File: config.mk
export PLATFORM = sky130hd
export DESIGN_NAME = thumb_uart_dump_flat
export DESIGN_NICKNAME = d
export VERILOG_FILES = /design/src/rtl/thumb_uart_dump_pkg.sv /design/src/rtl/thumb_uart_dump_if.sv /design/src/rtl/thumb_uart_dump_gap_timer.sv /design/src/rtl/thumb_uart_dump.sv /design/src/flat_wrapper.sv
export SDC_FILE = /design/constraint.sdc
export NUM_CORES = 1
export LEC_CHECK = 0
export CORE_MARGIN = 4
export CORE_UTILIZATION = 59
export DETAILED_ROUTE_END_ITERATION = 8
export PLACE_DENSITY = 0.85
export SYNTH_ARGS = -nofsm -noshare
export SYNTH_HDL_FRONTEND = slang
export SYNTH_SLANG_ARGS = --single-unit
File: constraint.sdc
create_clock -name sys_clk_i -period 4.39 [get_ports sys_clk_i]
set_input_delay 0.439 -clock sys_clk_i [delete_from_list [all_inputs] [get_ports sys_clk_i]]
set_output_delay 0.439 -clock sys_clk_i [all_outputs]
set_load 0.005 [all_outputs]
File: src/rtl/thumb_uart_dump_pkg.sv
// Shared definitions for the thumbnail UART dump sequencer and its neighbours.
// Frame geometry defaults live here so the downsample buffer and the dump agree.
package thumb_uart_dump_pkg;

    localparam int          DEF_COLS = 40;
    localparam int          DEF_ROWS = 30;
    localparam logic [7:0]  DEF_HDR0 = 8'hAA;
    localparam logic [7:0]  DEF_HDR1 = 8'h55;
    localparam int          GAP_W    = 13;

    typedef enum logic [2:0] {
        IDLE  = 3'd0,
        HDR0  = 3'd1,
        HDR1  = 3'd2,
        FETCH = 3'd3,
        LATCH = 3'd4,
        SEND  = 3'd5,
        CSUM  = 3'd6,
        DONE  = 3'd7
    } state_t;

    // Byte z of a word, MSB first.
    function automatic logic [7:0] byte_sel(input logic [31:0] word, input logic [1:0] z);
        logic [7:0] b;
        case (z)
            2'd0:    b = word[31:24];
            2'd1:    b = word[23:16];
            2'd2:    b = word[15:8];
            default: b = word[7:0];
        endcase
        return b;
    endfunction

endpackage

File: src/rtl/thumb_uart_dump_if.sv
// Start/status, buffer read port and UART byte port of the dump sequencer.
interface thumb_uart_dump_if;
    logic        start_i;
    logic        busy_o;
    logic        done_o;
    logic [5:0]  rd_x_o;
    logic [4:0]  rd_y_o;
    logic [31:0] rd_data_i;
    logic [7:0]  tx_data_o;
    logic        tx_wr_o;
    logic        tx_busy_i;

    modport master (
        input  start_i, rd_data_i, tx_busy_i,
        output busy_o, done_o, rd_x_o, rd_y_o, tx_data_o, tx_wr_o
    );

    modport slave (
        output start_i, rd_data_i, tx_busy_i,
        input  busy_o, done_o, rd_x_o, rd_y_o, tx_data_o, tx_wr_o
    );
endinterface

File: src/rtl/thumb_uart_dump_gap_timer.sv
// Idle-gap timer: counts clocks since the UART went quiet and flags when the
// next byte may be written.
module uart_gap_timer
    import thumb_uart_dump_pkg::*;
#(
    parameter int GAP_CYCLES = 8191
) (
    input  logic clk,
    input  logic rst_n,
    input  logic tx_busy,
    input  logic tx_wr,
    output logic can_send
);

    localparam logic [GAP_W-1:0] GAP_MAX = GAP_W'(GAP_CYCLES);

    logic [GAP_W-1:0] gap;

    always_ff @(posedge clk or negedge rst_n) begin
        if (!rst_n)
            gap <= '0;
        else if (tx_busy || tx_wr)
            gap <= '0;
        else if (gap != GAP_MAX)
            gap <= gap + GAP_W'(1);
    end

    assign can_send = (gap == GAP_MAX) && !tx_busy && !tx_wr;

endmodule

File: src/rtl/thumb_uart_dump.sv
// Streams one thumbnail frame over the debug UART: sync header, every buffer
// word MSB-first in raster order, then an 8-bit checksum of the pixel bytes.
//
// state | meaning
// IDLE  | waiting for start
// HDR0  | waiting to send first sync byte
// HDR1  | waiting to send second sync byte
// FETCH | address stable, buffer read in flight
// LATCH | capture read data
// SEND  | send the 4 bytes of the latched word
// CSUM  | waiting to send checksum
// DONE  | one-cycle completion pulse
module thumb_uart_dump
    import thumb_uart_dump_pkg::*;
#(
    parameter int         COLS       = DEF_COLS,
    parameter int         ROWS       = DEF_ROWS,
    parameter int         GAP_CYCLES = 8191,
    parameter logic [7:0] HDR0_BYTE  = DEF_HDR0,
    parameter logic [7:0] HDR1_BYTE  = DEF_HDR1
) (
    input  logic               sys_clk_i,
    input  logic               sys_rst_n_i,
    thumb_uart_dump_if.master  bus
);

    localparam logic [5:0] X_LAST = 6'(COLS - 1);
    localparam logic [4:0] Y_LAST = 5'(ROWS - 1);

    state_t      state, state_nxt;
    logic [5:0]  x;
    logic [4:0]  y;
    logic [1:0]  z;
    logic [31:0] word;
    logic [7:0]  csum;
    logic        busy, done, tx_wr;
    logic [7:0]  tx_data;
    logic        can_send, wr_nxt, last_byte, last_word;
    logic [7:0]  byte_nxt;

    uart_gap_timer #(.GAP_CYCLES(GAP_CYCLES)) u_gap (
        .clk      (sys_clk_i),
        .rst_n    (sys_rst_n_i),
        .tx_busy  (bus.tx_busy_i),
        .tx_wr    (tx_wr),
        .can_send (can_send)
    );

    assign last_byte = (z == 2'd3);
    assign last_word = (x == X_LAST) && (y == Y_LAST);

    always_ff @(posedge sys_clk_i or negedge sys_rst_n_i) begin
        if (!sys_rst_n_i)
            state <= IDLE;
        else
            state <= state_nxt;
    end

    always_comb begin
        state_nxt = state;
        case (state)
            IDLE:    if (bus.start_i) state_nxt = HDR0;
            HDR0:    if (can_send) state_nxt = HDR1;
            HDR1:    if (can_send) state_nxt = FETCH;
            FETCH:   state_nxt = LATCH;
            LATCH:   state_nxt = SEND;
            SEND:    if (can_send && last_byte) state_nxt = last_word ? CSUM : FETCH;
            CSUM:    if (can_send) state_nxt = DONE;
            default: state_nxt = IDLE;
        endcase
    end

    always_comb begin
        wr_nxt   = 1'b0;
        byte_nxt = 8'h00;
        case (state)
            HDR0: begin wr_nxt = can_send; byte_nxt = HDR0_BYTE;         end
            HDR1: begin wr_nxt = can_send; byte_nxt = HDR1_BYTE;         end
            SEND: begin wr_nxt = can_send; byte_nxt = byte_sel(word, z); end
            CSUM: begin wr_nxt = can_send; byte_nxt = csum;              end
            default: ;
        endcase
    end

    // The address only moves between words, so the read port never sees a
    // change while the latched word is still being shifted out.
    always_ff @(posedge sys_clk_i or negedge sys_rst_n_i) begin
        if (!sys_rst_n_i) begin
            busy    <= 1'b0;
            done    <= 1'b0;
            tx_wr   <= 1'b0;
            tx_data <= 8'h00;
            x       <= '0;
            y       <= '0;
            z       <= '0;
            word    <= '0;
            csum    <= '0;
        end else begin
            tx_wr <= wr_nxt;
            done  <= (state_nxt == DONE);
            if (wr_nxt)
                tx_data <= byte_nxt;
            case (state)
                IDLE: if (bus.start_i) begin
                    busy <= 1'b1;
                    x    <= '0;
                    y    <= '0;
                    csum <= '0;
                end
                LATCH: begin
                    word <= bus.rd_data_i;
                    z    <= '0;
                end
                SEND: if (can_send) begin
                    csum <= csum + byte_nxt;
                    z    <= z + 2'd1;
                    if (last_byte && !last_word) begin
                        if (x == X_LAST) begin
                            x <= '0;
                            y <= y + 5'd1;
                        end else begin
                            x <= x + 6'd1;
                        end
                    end
                end
                DONE: begin
                    busy <= 1'b0;
                    x    <= '0;
                    y    <= '0;
                end
                default: ;
            endcase
        end
    end

    assign bus.busy_o    = busy;
    assign bus.done_o    = done;
    assign bus.tx_wr_o   = tx_wr;
    assign bus.tx_data_o = tx_data;
    assign bus.rd_x_o    = x;
    assign bus.rd_y_o    = y;

endmodule
File: src/flat_wrapper.sv
// flat-port wrapper written by rule: the top's interface ports become plain ports
module thumb_uart_dump_flat import thumb_uart_dump_pkg::*;
#(
    parameter int         COLS       = DEF_COLS,
    parameter int         ROWS       = DEF_ROWS,
    parameter int         GAP_CYCLES = 8191,
    parameter logic [7:0] HDR0_BYTE  = DEF_HDR0,
    parameter logic [7:0] HDR1_BYTE  = DEF_HDR1
)
  (sys_clk_i, sys_rst_n_i, bus_start_i, bus_rd_data_i, bus_tx_busy_i, bus_busy_o, bus_done_o, bus_rd_x_o, bus_rd_y_o, bus_tx_data_o, bus_tx_wr_o);
  thumb_uart_dump_if bus_i ();
  input  logic sys_clk_i;
  input  logic sys_rst_n_i;
  input wire logic [$bits(bus_i.start_i)-1:0] bus_start_i;
  input wire logic [$bits(bus_i.rd_data_i)-1:0] bus_rd_data_i;
  input wire logic [$bits(bus_i.tx_busy_i)-1:0] bus_tx_busy_i;
  output wire logic [$bits(bus_i.busy_o)-1:0] bus_busy_o;
  output wire logic [$bits(bus_i.done_o)-1:0] bus_done_o;
  output wire logic [$bits(bus_i.rd_x_o)-1:0] bus_rd_x_o;
  output wire logic [$bits(bus_i.rd_y_o)-1:0] bus_rd_y_o;
  output wire logic [$bits(bus_i.tx_data_o)-1:0] bus_tx_data_o;
  output wire logic [$bits(bus_i.tx_wr_o)-1:0] bus_tx_wr_o;
  assign bus_i.start_i = bus_start_i;
  assign bus_i.rd_data_i = bus_rd_data_i;
  assign bus_i.tx_busy_i = bus_tx_busy_i;
  assign bus_busy_o = bus_i.busy_o;
  assign bus_done_o = bus_i.done_o;
  assign bus_rd_x_o = bus_i.rd_x_o;
  assign bus_rd_y_o = bus_i.rd_y_o;
  assign bus_tx_data_o = bus_i.tx_data_o;
  assign bus_tx_wr_o = bus_i.tx_wr_o;
  thumb_uart_dump #(.COLS(COLS), .ROWS(ROWS), .GAP_CYCLES(GAP_CYCLES), .HDR0_BYTE(HDR0_BYTE), .HDR1_BYTE(HDR1_BYTE)) u_core (.sys_clk_i(sys_clk_i), .sys_rst_n_i(sys_rst_n_i), .bus(bus_i));
endmodule
### After elaboration in Yosys (flattened, before gate mapping)

Index checks and enable logic that the tools add are counted.

| word-level totals | value |
|---|---|
| register bits | 80 |
| output and inout bits | 22 |

| operators by class | value |
|---|---|
| $add $sub $neg | 5 |
| equal/unequal tests | 19 |
| multiplexer cells | 29 |
| reduce and logical (&&, ||, !) cells | 22 |

Operators by type and width:

| cell | count |
|---|---|
| one-hot mux 8 bit (4 select lines) | 1 |
| 2-to-1 mux 13 bit | 2 |
| 2-to-1 mux 6 bit | 4 |
| one-hot mux 8 bit (3 select lines) | 1 |
| one-hot mux 3 bit (7 select lines) | 1 |
| 2-to-1 mux 5 bit | 4 |
| 2-to-1 mux 3 bit | 6 |
| one-hot mux 6 bit (3 select lines) | 1 |
| 2-to-1 mux 8 bit | 2 |
| one-hot mux 8 bit (2 select lines) | 1 |
| equality test 3 bit, second input constant | 5 |
| one-hot mux 5 bit (3 select lines) | 1 |
| adder 13 x 1 -> 13 bit, second input constant | 1 |
| equality test 13 bit, second input constant | 1 |
| inequality test 13 bit, second input constant | 1 |
| adder 8 bit | 1 |
| nonzero test 2 bit | 4 |
| adder 6 x 1 -> 6 bit, second input constant | 1 |
| equality test 3 x 2 -> 1 bit, second input constant | 2 |
| equality test 6 bit, second input constant | 1 |
| inequality test 2 x 1 -> 1 bit, second input constant | 3 |
| adder 5 x 1 -> 5 bit, second input constant | 1 |
| equality test 5 bit, second input constant | 1 |
| logical AND 1 bit | 5 |
| 19 further kinds | 24 |

### Longest topological paths before layout

Gate-level depths: netlist of the first run.

| logic depth | value |
|---|---|
| depth in word-level cells | 7 |
| gate-level depth with buffers | 15 |
| mapped depth without buffers | 14 |

### Hierarchy

From an unflattened synthesis of the first run, not the netlist that was laid out.

| unflattened totals | value |
|---|---|
| cells, all modules | 460 |
| area, all modules | 4191.5 um^2 |

By module, submodules not included:

| module | instances | cells an instance | area each (um^2) | seq. area each (um^2) |
|---|---|---|---|---|
| thumb_uart_dump | 1 | 383 | 3468.3 | 1676.6 |
| uart_gap_timer | 1 | 77 | 723.2 | 325.3 |

### Worst setup path after synthesis of the first run

No wires, ideal clock.

| timing path | value |
|---|---|
| path type | reg2reg |
| start | register u_core.z[0] |
| end | register u_core.csum[6] |
| setup time | 123 ps |
| arrival | 2754 ps |
| path slack | 1513 ps |
| cell stages (with the launch flop) | 16 |
| cells stage by stage | dfrtp_1 -> inv_1 -> ha_1 -> clkbuf_1 -> a222oi_1 -> o21ai_0 -> a21boi_0 -> nor2_1 -> ha_1 -> fa_1 -> a21o_1 -> a21oi_1 -> o21ai_0 -> xor2_1 -> nand2_1 -> o21ai_1 |

| on the way | value |
|---|---|
| cells in the longest elaborated chain, start to end | 6 |

RTL lines:

| element | line | text |
|---|---|---|
| start, declared | thumb_uart_dump.sv:33 | `logic [1:0] z;` |
| start signal, assigned | thumb_uart_dump.sv:116 | `z <= z + 2'd1;` |
| equality test 2 bit (tied with other cells) | thumb_uart_dump_pkg.sv:25 | `case (z)` |
| one-hot mux 8 bit (3 select lines) (*) | thumb_uart_dump_pkg.sv:25 |  |
| one-hot mux 8 bit (4 select lines) (*) | thumb_uart_dump.sv:76 | `case (state)` |
| net u_core.byte_nxt[0] | thumb_uart_dump.sv:39 | `logic [7:0] byte_nxt;` |
| adder 8 bit (*) | thumb_uart_dump.sv:115 | `csum <= csum + byte_nxt;` |
| 2-to-1 mux 8 bit (*) | thumb_uart_dump.sv:114 | `SEND: if (can_send) begin` |
| one-hot mux 8 bit (2 select lines) (*) | thumb_uart_dump.sv:103 | `case (state)` |
| end signal, assigned | thumb_uart_dump.sv:115 |  |
| end, declared | thumb_uart_dump.sv:35 | `logic [7:0] csum;` |

The timed path passes the listed nets; every way through them passes the cells marked *. The select of a mux whose other input is x is not followed.
A chain may end at the register's enable or synchronous reset.

### Worst setup path after layout of the first run

Ends and elaborated chain as after synthesis.

==> results of run 1 <==
state kept, by name, indices dropped and copies added, names as in the netlist:
| register | count |
|---|---|
| u_core.bus.tx_data_o | 8 |
| u_core.bus.tx_wr_o | 1 |
| u_core.u_gap.gap | 13 |
| u_core.bus.busy_o | 1 |
| u_core.bus.done_o | 1 |
| u_core.z | 2 |
| u_core.bus.rd_x_o | 6 |
| u_core.state | 3 |
| u_core.word | 32 |
| u_core.bus.rd_y_o | 5 |
| u_core.csum | 8 |
per-layer routing:
layer	up-vias	track usage [%]	routed length (um)
li1	1526	-	-
met1	1589	30.7	3930
met2	139	36.9	4420
met3	30	4.06	577
met4	0	11.7	269
met5	-	0	0
placed cells by master (no fill, tap or decap), types with 3 or more instances in the layout:
master           synthesis  routed
xor2_1                   7       7
dfrtp_1                 80      80
o21ai_0                 34      34
a31oi_1                  4       4
or4_1                    3       3
nand2b_1                 3       3
buf_4                    0       3
a222oi_1                 7       7
mux2_2                  36      36
o21ai_1                  4       4
a21o_1                   3       3
xnor2_1                 12      12
clkdlybuf4s50_1          0      56
nand4_1                  8       8
nand3_1                 17      17
clkbuf_8                 0       9
and2_1                   3       3
inv_1                   11      11
a21oi_1                 12      12
nor2_1                  31      31
nand2_1                 47      47
nor3_1                   9       8
a21boi_0                 4       4
ha_1                    16      16
how the worst max path moves through the flow:
stage / startpoint / to / slack (ns)
2_1_floorplan: u_core.z[0] / u_core.csum[6] / 1.51
4_1_cts: u_core.z[0] / u_core.csum[6] / 1.07
6_report: u_core.z[0] / u_core.csum[6] / 1.04
5_1_grt: u_core.z[0] / u_core.csum[6] / 0.80
3_3_place_gp: u_core.z[0] / u_core.csum[6] / 1.29
3_5_place_dp: u_core.z[0] / u_core.csum[6] / 1.13
critical path: stages, from the launching register on:
cell and delay [ns]:
dfrtp_1 0.42, inv_1 0.11, ha_1 0.32, a222oi_1 0.41, o21ai_0 0.14, a21boi_0 0.30, nor2_1 0.09, ha_1 0.23
fa_1 0.41, a21o_1 0.18, a21oi_1 0.20, o21ai_0 0.15, xor2_1 0.16, nand2_1 0.06, o21ai_1 0.06
through the flow:
stage	hold slack (ns)	instance area, um^2	worst slack, ns
after detailed placement	0.482	4750	1.13
after CTS	0.273	4960	1.07
after global placement	0.469	4750	1.29
final	0.247	4960	1.04
after global routing	0.355	4960	0.804
after floorplan	0.143	4120	1.51
final cells by class:
| class | count | area share [%] |
|---|---|---|
| well taps | 96 | 2.42 |
| flip-flops and latches | 80 | 40.3 |
| multi-input cells | 289 | 40.3 |
| repair buffers | 59 | 11.7 |
| clock buffers | 9 | 2.49 |
| inverters | 11 | 0.832 |
| clock inverters | 7 | 1.92 |
cell families (layout without fill, tap and decap cells):
family,Yosys count,after routing,synth area share (%)
buffers and inverters,26,86,2.92
AOI/OAI and AO/OA,79,79,12.1
muxes,38,38,10.3
and+or+nand+nor,136,136,16.6
adders and majority gates,17,17,5.35
xor gates and xnor gates,19,19,4.04
DFF,80,80,48.6
where the power goes:
| part | internal (mW) | switching (mW) | total [mW] |
|---|---|---|---|
| Clock | 0.321 | 0.278 | 0.599 |
| Sequential | 0.754 | 0.0126 | 0.767 |
| Combinational | 0.0551 | 0.0457 | 0.101 |
==> results.toml, run 1 <==
[floorplan]
core_region_area_um2 = 6790
start_util_pct = 60.6
io_pins = 58
dieArea_um2 = 8380
die_y_um = 91.5
die_w_um = 91.5
num_rows = 30

[global_route]
overflow = 0
grt_pass1_vias = 3256
grt_first_pass_wirelength_um = 15600
antenna_found_initial = 0
grt_max_degree = 81
grt_usage_pct = 23.3

[final_layout]
fill_cells = 475
area_delta_synth_final_pct = 20.6
drive_gt1_share_pct = 13.8
layout.nets = 503
seqCellArea_um2 = 2000
stdcell_count = 551
multi_input_area_um2 = 2000
diodes = 0
final_core_util_pct = 73.1

[placed_design]
place.gp.congestion = 0.870
port_buffers = 57
dp_hpwl_um = 6520
dp_cells = 535

[clocking]
holdBufCountCts = 0
clk_latency_ns = 0.35
cts-resized-gates = 0
clock_sinks = 80
cts_buffer_depth = 2
clkTransAtPathRegs_ns = 0.08
post-cts-setup-buffer-count = 0
cts_root_buf = "clkbuf_8"
cts_buffers = 9
cts_tree = "yes"
htree_levels = 3

[timing]
fmaxAchievable_ghz = 0.299
setup_viol = 0
slew_headroom_pct = 35.5
period_needed_ns = 3.35
slew_violations = 0
fin_crit_sh_pct = 76.2
finClkSkew_ns = 0.00407
final-hold-violation-count = 0
tightestPinTransition_ns = 0.968
tns_ns = 0
rsz0062_at_grt = "no"

[synth]
ys_seq_area_share_pct = 48.6
yosysTopAreaCellShare_pct = 48.6
ys_async_sr_fraction_pct = 100
yosysMostFrequentCell = "dfrtp_1"
netlist_area_um2 = 4120
syn_avg_cell_area_um2 = 10.4
yosysTopAreaCell = "dfrtp_1"
netlist_instances = 395
synth-seq-cells = 80
synth.distinct_cells = 49
synth_area_leaders = "dfrtp_1 49%, mux2_2 9.8%, ha_1 4.9%"
ys_warn_count = 0
synth-main-ff-cell = "dfrtp_1"
synth_nets = 448
synth_edf_count = 0
synth_commonest_cells = "80 x dfrtp_1, 47 x nand2_1, 36 x mux2_2"

[worst_setup_path]
critical_path_class = "reg -> reg"
path_max_fanout = 8
crit_arrival_ns = 3.58
worstPathRequired_ns = 4.63
cp-start-kind = "flip-flop"
reg2reg_to = "u_core.csum[6]"
rr_worst_depth = 14
r2r-start = "u_core.z[0]"
end_kind = "flip-flop"
rrSetupSlack_ns = 1.04

[drt]
avgRoutedWirePerCell_um = 16.7
first_pass_iters = 8
route.vias.total = 3284
route.detailed.drc = 0
vias_per_cell = 5.96
totalWireLength_um = 9190
postRouteAntennaNets = 0
drt_iter0_drc = 259

[run_status]
status = "complete, no violations"

[power]
p_per_area_nw_per_um2 = 295
totalPowerFinal_mw = 1.47
peakVddDrop_uv = 194
power.leakage_nw = 2.22

[min_path]
min_path_type = "in -> async"

[job]
maxCapViolations = 0
Power figures use the tool's default switching activity.
==> inputs of run 2 (changes only) <==
Settings changed: CORE_UTILIZATION 59 to 55, PLACE_DENSITY 0.85 to 0.8.
Clock period 4.39 ns to 3.3 ns, I/O delays scaled along.
==> results.toml, run 2 (same netlist as run 1, synthesis figures left out) <==
[timing]
tns_ns = 0
rsz0062_at_grt = "no"
setup_viol = 0
finClkSkew_ns = 0.0158
period_needed_ns = 3.09
fin_crit_sh_pct = 93.6
fmaxAchievable_ghz = 0.324
tightestPinTransition_ns = 0.985
final-hold-violation-count = 0
slew_headroom_pct = 34.3
slew_violations = 0

[worst_setup_path]
crit_arrival_ns = 3.32
end_kind = "flip-flop"
crit_family = "compound AO/OA/AOI/OAI gates"
cp-start-kind = "flip-flop"
slowest_stage = "dfrtp_1"
worstPathRequired_ns = 3.53
cp_cell_sequence = "inv_1, ha_1, a222oi_1, o21ai_0, a21boi_1, nor2_1, ha_1, fa_1, a21o_1, a21oi_2, o21ai_0, xor2_1, nand2_1, o21ai_1"
path_max_fanout = 8
critical_path_class = "reg -> reg"
slowest_delay_ns = 0.41
cp_num_buf_inv = 1

[global_route]
grt_first_pass_wirelength_um = 15100
grt_pass1_vias = 3231
grt_usage_pct = 21.6
antenna_found_initial = 0
grt_max_degree = 81
overflow = 0

[floorplan]
die_y_um = 94.5
num_rows = 31
core_region_area_um2 = 7250
start_util_pct = 56.8
io_pins = 58
die_w_um = 94.5
dieArea_um2 = 8930

[final_layout]
fill_cells = 570
drive_gt1_share_pct = 15.4
diodes = 0
layout.nets = 508
area_delta_synth_final_pct = 21.2
top_regs = "u_core.word (32), u_core.u_gap.gap (13)"
final_common_cell = "dfrtp_1"
largest_reg_flops = 32
final_core_util_pct = 68.8
final_cell_mix = "80 x dfrtp_1, 56 x clkdlybuf4s50_1, 47 x nand2_1"
top_register = "u_core.word"

[clocking]
holdBufCountCts = 0
cts_buffers = 9
clock_sinks = 80
post-cts-setup-buffer-count = 0
cts_tree = "yes"
clk_latency_ns = 0.36
cts_buffer_depth = 2
cts_root_buf = "clkbuf_8"
htree_levels = 3
clkTransAtPathRegs_ns = 0.09

[drt]
postRouteAntennaNets = 0
route.detailed.drc = 0
first_pass_iters = 5
vias_per_cell = 5.79
totalWireLength_um = 9350
route.vias.total = 3239
drt_iter0_drc = 177
avgRoutedWirePerCell_um = 16.7

[placed_design]
dp_hpwl_um = 6940
place.gp.congestion = 0.910
port_buffers = 57

[power]
peakVddDrop_uv = 276
power.leakage_nw = 2.23
p_per_area_nw_per_um2 = 367

[min_path]
min_path_type = "in -> async"

[job]
maxCapViolations = 0

[run_status]
status = "complete, no violations"
==> run 2: path summary, 6_finish.rpt <==
path                                                 to  cells after the start                    start  slack, ns
worst max-delay path                     u_core.csum[6]                     14              u_core.z[1]       0.21
worst min-delay path                u_core.u_gap.gap[4]                      1              sys_rst_n_i       0.11
worst max register to register           u_core.csum[6]                     14              u_core.z[1]       0.21
worst min register to register  u_core.bus.tx_data_o[7]                      2  u_core.bus.tx_data_o[7]       0.50
max in group asynchronous                u_core.csum[7]                      1              sys_rst_n_i       2.53
min in group sys_clk_i          u_core.bus.tx_data_o[7]                      2  u_core.bus.tx_data_o[7]       0.50
==> run 2: timing repair <==
action,CTS,global route
hold endpoints to repair,0,0
setup endpoints to repair,0,2
gates resized for setup,0,4
==> run 2: report_power, final <==
group	internal, mW	switching [mW]
registers	1.00	0.0197
clock network	0.301	0.375
logic	0.0738	0.0589
total	1.38	0.453
==> run 2: final cells by class <==
class                   instances  area, um^2  share of cell area (%)
repair buffers                 64         621                    12.4
flip-flops and latches         80        2000                    40.1
well taps                      99         124                    2.48
multi-input cells             289        2010                    40.4
inverters                      11        41.3                   0.828
clock inverters                 6        50.0                    1.00
clock buffers                  10         138                    2.76
==> run 2: routing by layer <==
metal  share of wire [%]  global-route usage (%)
met2                  52                    38.5
met3                 5.3                    3.67
met5                   0                       0
met1                  41                    25.9
met4                 1.5                    8.89
==> run 2: stage by stage <==
step / instance area, um^2 / power (mW) / setup WS [ns] / cells / hold slack, ns
3_3_place_gp: 4790 / 1.17 / 0.332 / 543 / 0.475
2_1_floorplan: 4120 / 1.09 / 0.423 / 395 / 0.0344
4_1_cts: 4970 / 1.85 / 0.103 / 559 / 0.159
6_report: 4990 / 1.83 / 0.210 / 559 / 0.113
3_5_place_dp: 4790 / 1.18 / 0.127 / 543 / 0.493
5_1_grt: 4990 / 1.90 / 0.0124 / 559 / 0.200
